### src/rtl/div_pkg.sv
// rtl/div_pkg.sv - shared types and constants for the restoring-division controller
//
// Contents:
//   state_t        - controller states IDLE, LOAD, ITER, DONE
//   SEL_*          - datapath mux select codes (00 is never driven)
//   DEFAULT_N_BITS - default iteration count (dividend width)

package div_pkg;

  localparam int DEFAULT_N_BITS = 8;

  typedef enum logic [1:0] {
    IDLE = 2'd0,
    LOAD = 2'd1,
    ITER = 2'd2,
    DONE = 2'd3
  } state_t;

  localparam logic [1:0] SEL_ADDER    = 2'b01;
  localparam logic [1:0] SEL_DIVIDEND = 2'b10;
  localparam logic [1:0] SEL_HOLD     = 2'b11;

endpackage

### src/rtl/div_controller.sv
// rtl/div_controller.sv - sequencing FSM for the restoring-division datapath
//
// Runs one LOAD cycle and N_BITS ITER cycles per divide, then a one-cycle
// DONE pulse. Quotient and remainder are read straight from the datapath.
//
// Optional build macro: DIV_CONTROLLER_ABORT_EN adds the abort input.
//
// Ports:
//   clk    in   rising-edge clock
//   reset  in   asynchronous active-high reset
//   start  in   begin a divide (sampled only in IDLE)
//   abort  in   (DIV_CONTROLLER_ABORT_EN only) cancel from LOAD/ITER
//   sign   in   datapath adder-result MSB (1 = R_hi - divisor < 0)
//   load   out  divisor-register load enable
//   add    out  adder mode (1 = add, 0 = subtract); always subtract here
//   shift  out  shift-left enable
//   inbit  out  bit shifted into R[0] (next quotient bit)
//   sel    out  datapath mux select: 01 adder, 10 dividend, 11 hold
//   busy   out  high in every state except IDLE
//   done   out  one-cycle completion pulse

module div_controller
  import div_pkg::*;
#(
  parameter int N_BITS = DEFAULT_N_BITS,
  parameter int CNT_W  = $clog2(N_BITS)
) (
  input  logic       clk,
  input  logic       reset,
  input  logic       start,
`ifdef DIV_CONTROLLER_ABORT_EN
  input  logic       abort,
`endif
  input  logic       sign,
  output logic       load,
  output logic       add,
  output logic       shift,
  output logic       inbit,
  output logic [1:0] sel,
  output logic       busy,
  output logic       done
);

  localparam logic [CNT_W-1:0] LAST_CNT = CNT_W'(N_BITS - 1);

  state_t           state;
  state_t           state_next;
  logic [CNT_W-1:0] count;

  // State and iteration counter. The counter is cleared while in LOAD so it
  // reads 0 in the first ITER cycle.
  always_ff @(posedge clk or posedge reset) begin
    if (reset) begin
      state <= IDLE;
      count <= '0;
    end else begin
      state <= state_next;
      if (state == LOAD) begin
        count <= '0;
      end else if (state == ITER) begin
        count <= count + CNT_W'(1);
      end
    end
  end

  // Next-state and outputs. Everything is Moore on state except sel/inbit in
  // ITER, which follow sign: a non-negative difference is written back and a
  // 1 shifted in; a negative one is discarded (restore) and a 0 shifted in.
  always_comb begin
    state_next = state;
    load       = 1'b0;
    add        = 1'b0;
    shift      = 1'b0;
    inbit      = 1'b0;
    sel        = SEL_HOLD;
    busy       = 1'b1;
    done       = 1'b0;

    case (state)
      IDLE: begin
        busy = 1'b0;
        if (start) begin
          state_next = LOAD;
        end
      end
      LOAD: begin
        load       = 1'b1;
        sel        = SEL_DIVIDEND;
        shift      = 1'b1;
        state_next = ITER;
      end
      ITER: begin
        shift = 1'b1;
        if (!sign) begin
          sel   = SEL_ADDER;
          inbit = 1'b1;
        end
        if (count == LAST_CNT) begin
          state_next = DONE;
        end
      end
      DONE: begin
        done       = 1'b1;
        state_next = IDLE;
      end
      default: begin
        state_next = IDLE;
      end
    endcase

`ifdef DIV_CONTROLLER_ABORT_EN
    // Abort wins over the terminal count; the datapath is left untouched.
    if (abort && (state == LOAD || state == ITER)) begin
      state_next = IDLE;
      load       = 1'b0;
      shift      = 1'b0;
      inbit      = 1'b0;
      sel        = SEL_HOLD;
    end
`endif
  end

endmodule

### config.mk
export PLATFORM = sky130hd
export DESIGN_NAME = div_controller
export DESIGN_NICKNAME = d
export VERILOG_FILES = /design/src/rtl/div_pkg.sv /design/src/rtl/div_controller.sv
export SDC_FILE = /design/constraint.sdc
export NUM_CORES = 1
export LEC_CHECK = 0
export CAP_MARGIN = 20
export CORE_AREA = 2 2 39 41
export CTS_CLUSTER_DIAMETER = 100
export DETAILED_ROUTE_END_ITERATION = 7
export DIE_AREA = 0 0 41 43
export GPL_ROUTABILITY_DRIVEN = 1
export PLACE_DENSITY = 0.49
export RECOVER_POWER = 100
export SETUP_SLACK_MARGIN = 0.1
export SLEW_MARGIN = 20
export SYNTH_ARGS = -nofsm -noshare
export SYNTH_HDL_FRONTEND = slang
export SYNTH_SLANG_ARGS = --single-unit
### constraint.sdc
create_clock -name clk -period 4.5 [get_ports clk]
set_clock_uncertainty 0.1 [all_clocks]
set_input_delay 0.675 -clock clk [delete_from_list [all_inputs] [get_ports clk]]
set_output_delay 0.675 -clock clk [all_outputs]
set_load 0.005 [all_outputs]
==> flow_summary_export.csv, run 1 <==
group,metric,value,unit
grt,use_met3,0.0157,
synthesis,synth_top_area_cell,"dfrtp_1",
clock_tree,cts.clk_slew.worst_paths,0.04,ns
synthesis,synth_top_area_share,0.338,
synthesis,ys_warn_count,0,
timing,fmax,0.361,GHz
clock_tree,cts.sinks,5,
floorplanning,core_region_area,1380,um^2
timing,final.period_utilization,0.616,
grt,met1_usage,0.121,
floorplanning,io_pins,12,
placement,place_hpwl,494,um
setup_path,required,3.72,ns
synthesis,yosysSeqAreaShare,0.338,
grt,gr-total-overflow,0,
pwr,power_per_cell_area,710,nW/um^2
grt,grt_max_degree,8,
route,via_per_inst,3.87,
clock_tree,clock_latency,0.24,ns
floorplanning,initial_utilization,0.268,
pwr,power.leakage,0.256,nW
job,maxCapViolCount,0,
pwr,pwr-share-comb,0.613,
pwr,ir_drop,326,uV
setup_path,slowest_stage,"dlygate4sd3_1",
floorplanning,die_w,41,um
final_layout,seqCellArea,125,um^2
synthesis,synth_area_leaders,"dfrtp_1, ha_1, inv_1, nand2_1, nor2b_1",
synthesis,ys_types,15,
final_layout,multiInputGateArea,201,um^2
setup_path,cp_slowest_stage_delay,0.57,ns
synthesis,synth_area,370,um^2
pwr,power_switching,0.000135,W
setup_path,setup.worst_path.end_class,"output port",
final_layout,nFillCells,154,
final_layout,num_antenna_cells,0,
synthesis,ys_ff_latch,5,
route,drc,0,
pwr,netSwitchingFraction,0.379,
hold_path,hp-class,"reg2reg",
floorplanning,die_area,1760,um^2
placement,io_buffers,10,
timing,setup_ws,1.73,ns
pwr,pwr-share-seq,0.245,
timing,rsz0062_at_grt,"no",
timing,period_needed,2.77,ns
pwr,p_int,0.000222,W
floorplanning,die-height,43,um
pwr,power,0.000357,W
run_status,outcome,"finished clean",
clock_tree,cts_setup_buffers,0,
timing,hold_slack,0.434,ns
pwr,p_clk_frac,0.143,
setup_path,crit_path_cell_trace,"inv_1 > ha_1 > nor2b_1 > nand2_1 > dlygate4sd3_1",
grt,grt_use_total,0.0897,
final_layout,layout.cells.non_filler,67,
route,ant_nets,0,
setup_path,arrival,2.00,ns
setup_path,crit_fanout,7,
clock_tree,cts.htree.levels,1,
placement,placed_cells,63,
placement,gp_congestion,0.625,
setup_path,criticalPathCategory,"reg2out",
timing,slew_viol_final,0,
route,firstDrtPassIters,1,
clock_tree,ctsHoldBuffers,0,
clock_tree,cts_buffers,3,
final_layout,area_delta_synth_final,35.8,%
floorplanning,row_count,14,
synthesis,avgSynthCellArea,9.75,um^2
placement,pre_cts_slack,1.98,ns
route,wl,604,um
timing,timing_hold_violations_final,0,
grt,top_usage_layer,"met1",
clock_tree,root_buffer,"clkbuf_4",
route,num_vias,259,
clock_tree,clk_path_buf_depth,2,
synthesis,syn-num-nets,51,
grt,antenna_found_initial,0,
clock_tree,cts_resized,0,
final_layout,final_layout_size_suffix_gt1_frac,0.0784,
grt,grt_pass1_wl,1030,um
grt,grt_pass1_vias,240,
grt,grtUsageMet2,0.116,
setup_path,setup.worst_path.start_class,"flip-flop",
route,drtIter0Drc,0,
clock_tree,cts_tree,"yes",
final_layout,final_net_count,65,
timing,fin_setup_tns,0,ns
route,detail_route.wl_per_cell,9.01,um
synthesis,synthCells,38,
timing,setup_viol,0,
[final cells by class]
class                      instances  area share
clock buffer                       4      0.0522
inverter                           8      0.0597
multi-input combinational         24       0.400
sequential                         5       0.249
tap                               16      0.0398
timing repair buffer              10       0.199
[through the flow]
step                utilization  area [um^2]
floorplan                     -          370
global placement          0.349          483
detailed placement        0.349          483
CTS                       0.368          509
global route              0.363          503
finish                    0.363          503
[synthesized netlist by cell type]
cell      number
buf_4          1
clkinv_1       1
conb_1         1
dfrtp_1        5
ha_1           9
inv_1          7
mux2_1         1
mux2_2         1
mux2i_1        1
nand2_1        4
nor2_1         2
nor2b_1        2
o21ai_1        1
o22ai_1        1
o22ai_2        1
[state kept, by name, indices dropped and copies added (netlist names)]
name	count
state	2
count	3
[worst max-delay path: cells and delay by family, from the launching register on]
kind,cells,cell delay (ns)
buffers and inverters,2,0.68
DFF,1,0.41
adders and majority gates,1,0.40
and+or+nand+nor,2,0.27
[metal layers]
layer | part of all wire | routed length (um) | vias up
met2 | 0.44 | 267 | 7
met1 | 0.50 | 302 | 110
met3 | 0.056 | 34 | 0
met5 | 0 | 0 | -
li1 | - | - | 142
met4 | 0 | 0 | 0
[worst paths after layout]
check | from | end | slack [ns] | depth (start not counted)
worst max-delay path | state[1] | sel[1] | 1.73 | 5
worst min-delay path | count[1] | count[1] | 0.43 | 2
worst max register to register | state[0] | state[1] | 2.89 | 5
worst min register to register | count[1] | count[1] | 0.43 | 2
max in group asynchronous | reset | count[2] | 3.45 | 2
min in group asynchronous | reset | count[0] | 0.67 | 2
[kinds of logic after synthesis]
logic type                 after synthesis  synth area share
DFF                                      5             0.338
muxes                                    3            0.0878
other                                    1            0.0101
buffers and inverters                    9             0.101
and+or+nand+nor                          8            0.0946
AOI/OAI and AO/OA                        3            0.0642
adders and majority gates                9             0.304
[placed cells by master (no fill, tap or decap), drive strengths merged]
master         netlist  routed
o21ai                1       1
o22ai                2       2
clkinv               1       1
clkbuf               0       4
inv                  7       7
nor2                 2       2
dlygate4sd3          0       8
ha                   9       9
dfrtp                5       5
conb                 1       1
clkdlybuf4s50        0       2
mux2i                1       1
mux2                 2       2
nand2                4       4
nor2b                2       2
[power groups by stage]
stage	clock, W	combinational, W	sequential [W]
floorplan	0	0.000145	0.0000835
detailed placement	0	0.000248	0.0000885
global route	0.0000552	0.000254	0.0000913
global placement	0	0.000247	0.0000881
finish	0.0000510	0.000219	0.0000873
CTS	0.0000542	0.000249	0.0000879
Note: power is estimated with default switching activity, not from simulation.
==> run 2, diff against run 1 <==
PLACE_DENSITY = 0.51   (was 0.49)
clock period = 2.3 ns   (was 4.5 ns; I/O delays follow)
==> flow_summary_export.csv, run 2 (synthesized netlist as in run 1, its figures left out) <==
group,metric,value,unit
timing,slew_viol_final,0,
pwr,power.leakage,0.268,nW
clock_tree,clk_path_buf_depth,2,
setup_path,rr_worst_depth,5,
timing,final.period_utilization,0.916,
placement,gp_congestion,0.671,
placement,place_hpwl,517,um
floorplanning,io_pins,12,
timing,fin_setup_tns,0,ns
grt,grt_use_total,0.105,
final_layout,largest_registers,"count: 3 flops, state: 2 flops",
grt,grt_max_degree,7,
grt,grt_pass1_vias,297,
final_layout,layout.cells.non_filler,70,
route,via_per_inst,4.20,
final_layout,regMostFlops,"count",
route,num_vias,294,
setup_path,required,1.86,ns
floorplanning,die-height,43,um
grt,grt_pass1_wl,1130,um
placement,placed_cells,64,
final_layout,area_delta_synth_final,41.9,%
final_layout,final_cell_mix,"ha_1, inv_1, dfrtp_1, dlygate4sd3_1",
timing,period_needed,2.11,ns
pwr,power_per_cell_area,1450,nW/um^2
hold_path,hp-class,"in2async",
route,firstDrtPassIters,3,
setup_path,reg2reg_from,"state[0]",
route,wl,625,um
clock_tree,cts_tree,"yes",
timing,timing_hold_violations_final,0,
clock_tree,ctsHoldBuffers,0,
final_layout,utilization,0.380,
clock_tree,root_buffer,"clkbuf_4",
clock_tree,cts.htree.levels,1,
final_layout,num_antenna_cells,0,
setup_path,setup.worst_path.end_class,"output port",
route,ant_nets,0,
timing,setup_viol,0,
job,maxCapViolCount,0,
setup_path,setup.worst_path.start_class,"flip-flop",
final_layout,nFillCells,157,
placement,pre_cts_slack,0.326,ns
timing,rsz0062_at_grt,"no",
placement,io_buffers,10,
clock_tree,cts.sinks,5,
setup_path,criticalPathCategory,"reg2out",
setup_path,slowest_stage,"clkdlybuf4s50_1",
final_layout,final_layout_size_suffix_gt1_frac,0.130,
route,detail_route.wl_per_cell,8.93,um
floorplanning,die_area,1760,um^2
timing,fmax,0.475,GHz
setup_path,crit_fanout,6,
route,drtIter0Drc,1,
timing,setup_ws,0.194,ns
clock_tree,cts.clk_slew.worst_paths,0.05,ns
route,drc,0,
setup_path,cp_slowest_stage_delay,0.49,ns
setup_path,r2r_slack,0.71,ns
pwr,ir_drop,526,uV
clock_tree,clock_latency,0.24,ns
final_layout,mostFrequentLayoutCell,"ha_1",
run_status,outcome,"finished clean",
floorplanning,core_region_area,1380,um^2
floorplanning,initial_utilization,0.268,
setup_path,arrival,1.66,ns
floorplanning,die_w,41,um
clock_tree,cts_buffers,3,
setup_path,r2r-end,"state[1]",
setup_path,crit_path_cell_trace,"inv_1 > ha_1 > buf_4 > clkdlybuf4s50_1",
grt,gr-total-overflow,0,
floorplanning,row_count,14,
final_layout,final_net_count,68,
grt,antenna_found_initial,0,
final_layout,largest_register_ffs,3,
run 2: worst max-delay path, delay by kind of cell (launching register included):
family                     cells  cell delay, ns
adders and majority gates      1            0.30
buffers and inverters          3            0.73
DFF                            1            0.38
run 2: layout make-up:
cell class | count | area [um^2] | share of cell area
sequential | 5 | 125 | 0.238
timing repair buffer | 13 | 123 | 0.233
multi-input combinational | 24 | 201 | 0.383
clock buffer | 4 | 26.3 | 0.0500
tap | 16 | 20.0 | 0.0381
inverter | 8 | 30.0 | 0.0571
run 2: per-stage QoR:
step | hold WS (ns) | cell area (um^2) | total power, W
after floorplan | 0.0235 | 370 | 0.000446
after global placement | 0.408 | 490 | 0.000673
after detailed placement | 0.417 | 490 | 0.000680
after CTS | 0.202 | 524 | 0.000801
after global routing | 0.355 | 526 | 0.000861
final | 0.334 | 526 | 0.000760
run 2: timing repair:
action | CTS | global route
pin swaps | 0 | 0
resized for setup | 1 | 1
setup endpoints to repair | 1 | 2
setup buffers | 1 | 1
run 2: how the worst max path moves through the flow:
stage                     startpoint     end  slack [ns]  cells past startpoint
after detailed placement    state[1]  sel[1]        0.33                      5
after CTS                   state[0]  sel[1]        0.11                      5
after global placement      state[1]  sel[1]        0.31                      5
final                       state[0]   shift        0.19                      4
after global routing        state[0]   shift        0.07                      4
after floorplan             state[0]  sel[1]        0.76                      4
run 2: power by group:
group	total [W]	internal, W	leakage [nW]	switching (W)
Clock	0.000102	0.0000656	0.0150	0.0000362
Combinational	0.000497	0.000283	0.192	0.000214
Sequential	0.000161	0.000134	0.0614	0.0000268
run 2: layer usage:
metal	up-vias	wire length, um	GRT usage
met3	2	39	0.0471
met5	-	0	0
li1	147	-	-
met1	137	260	0.0954
met2	8	309	0.150
met4	0	15	0.120
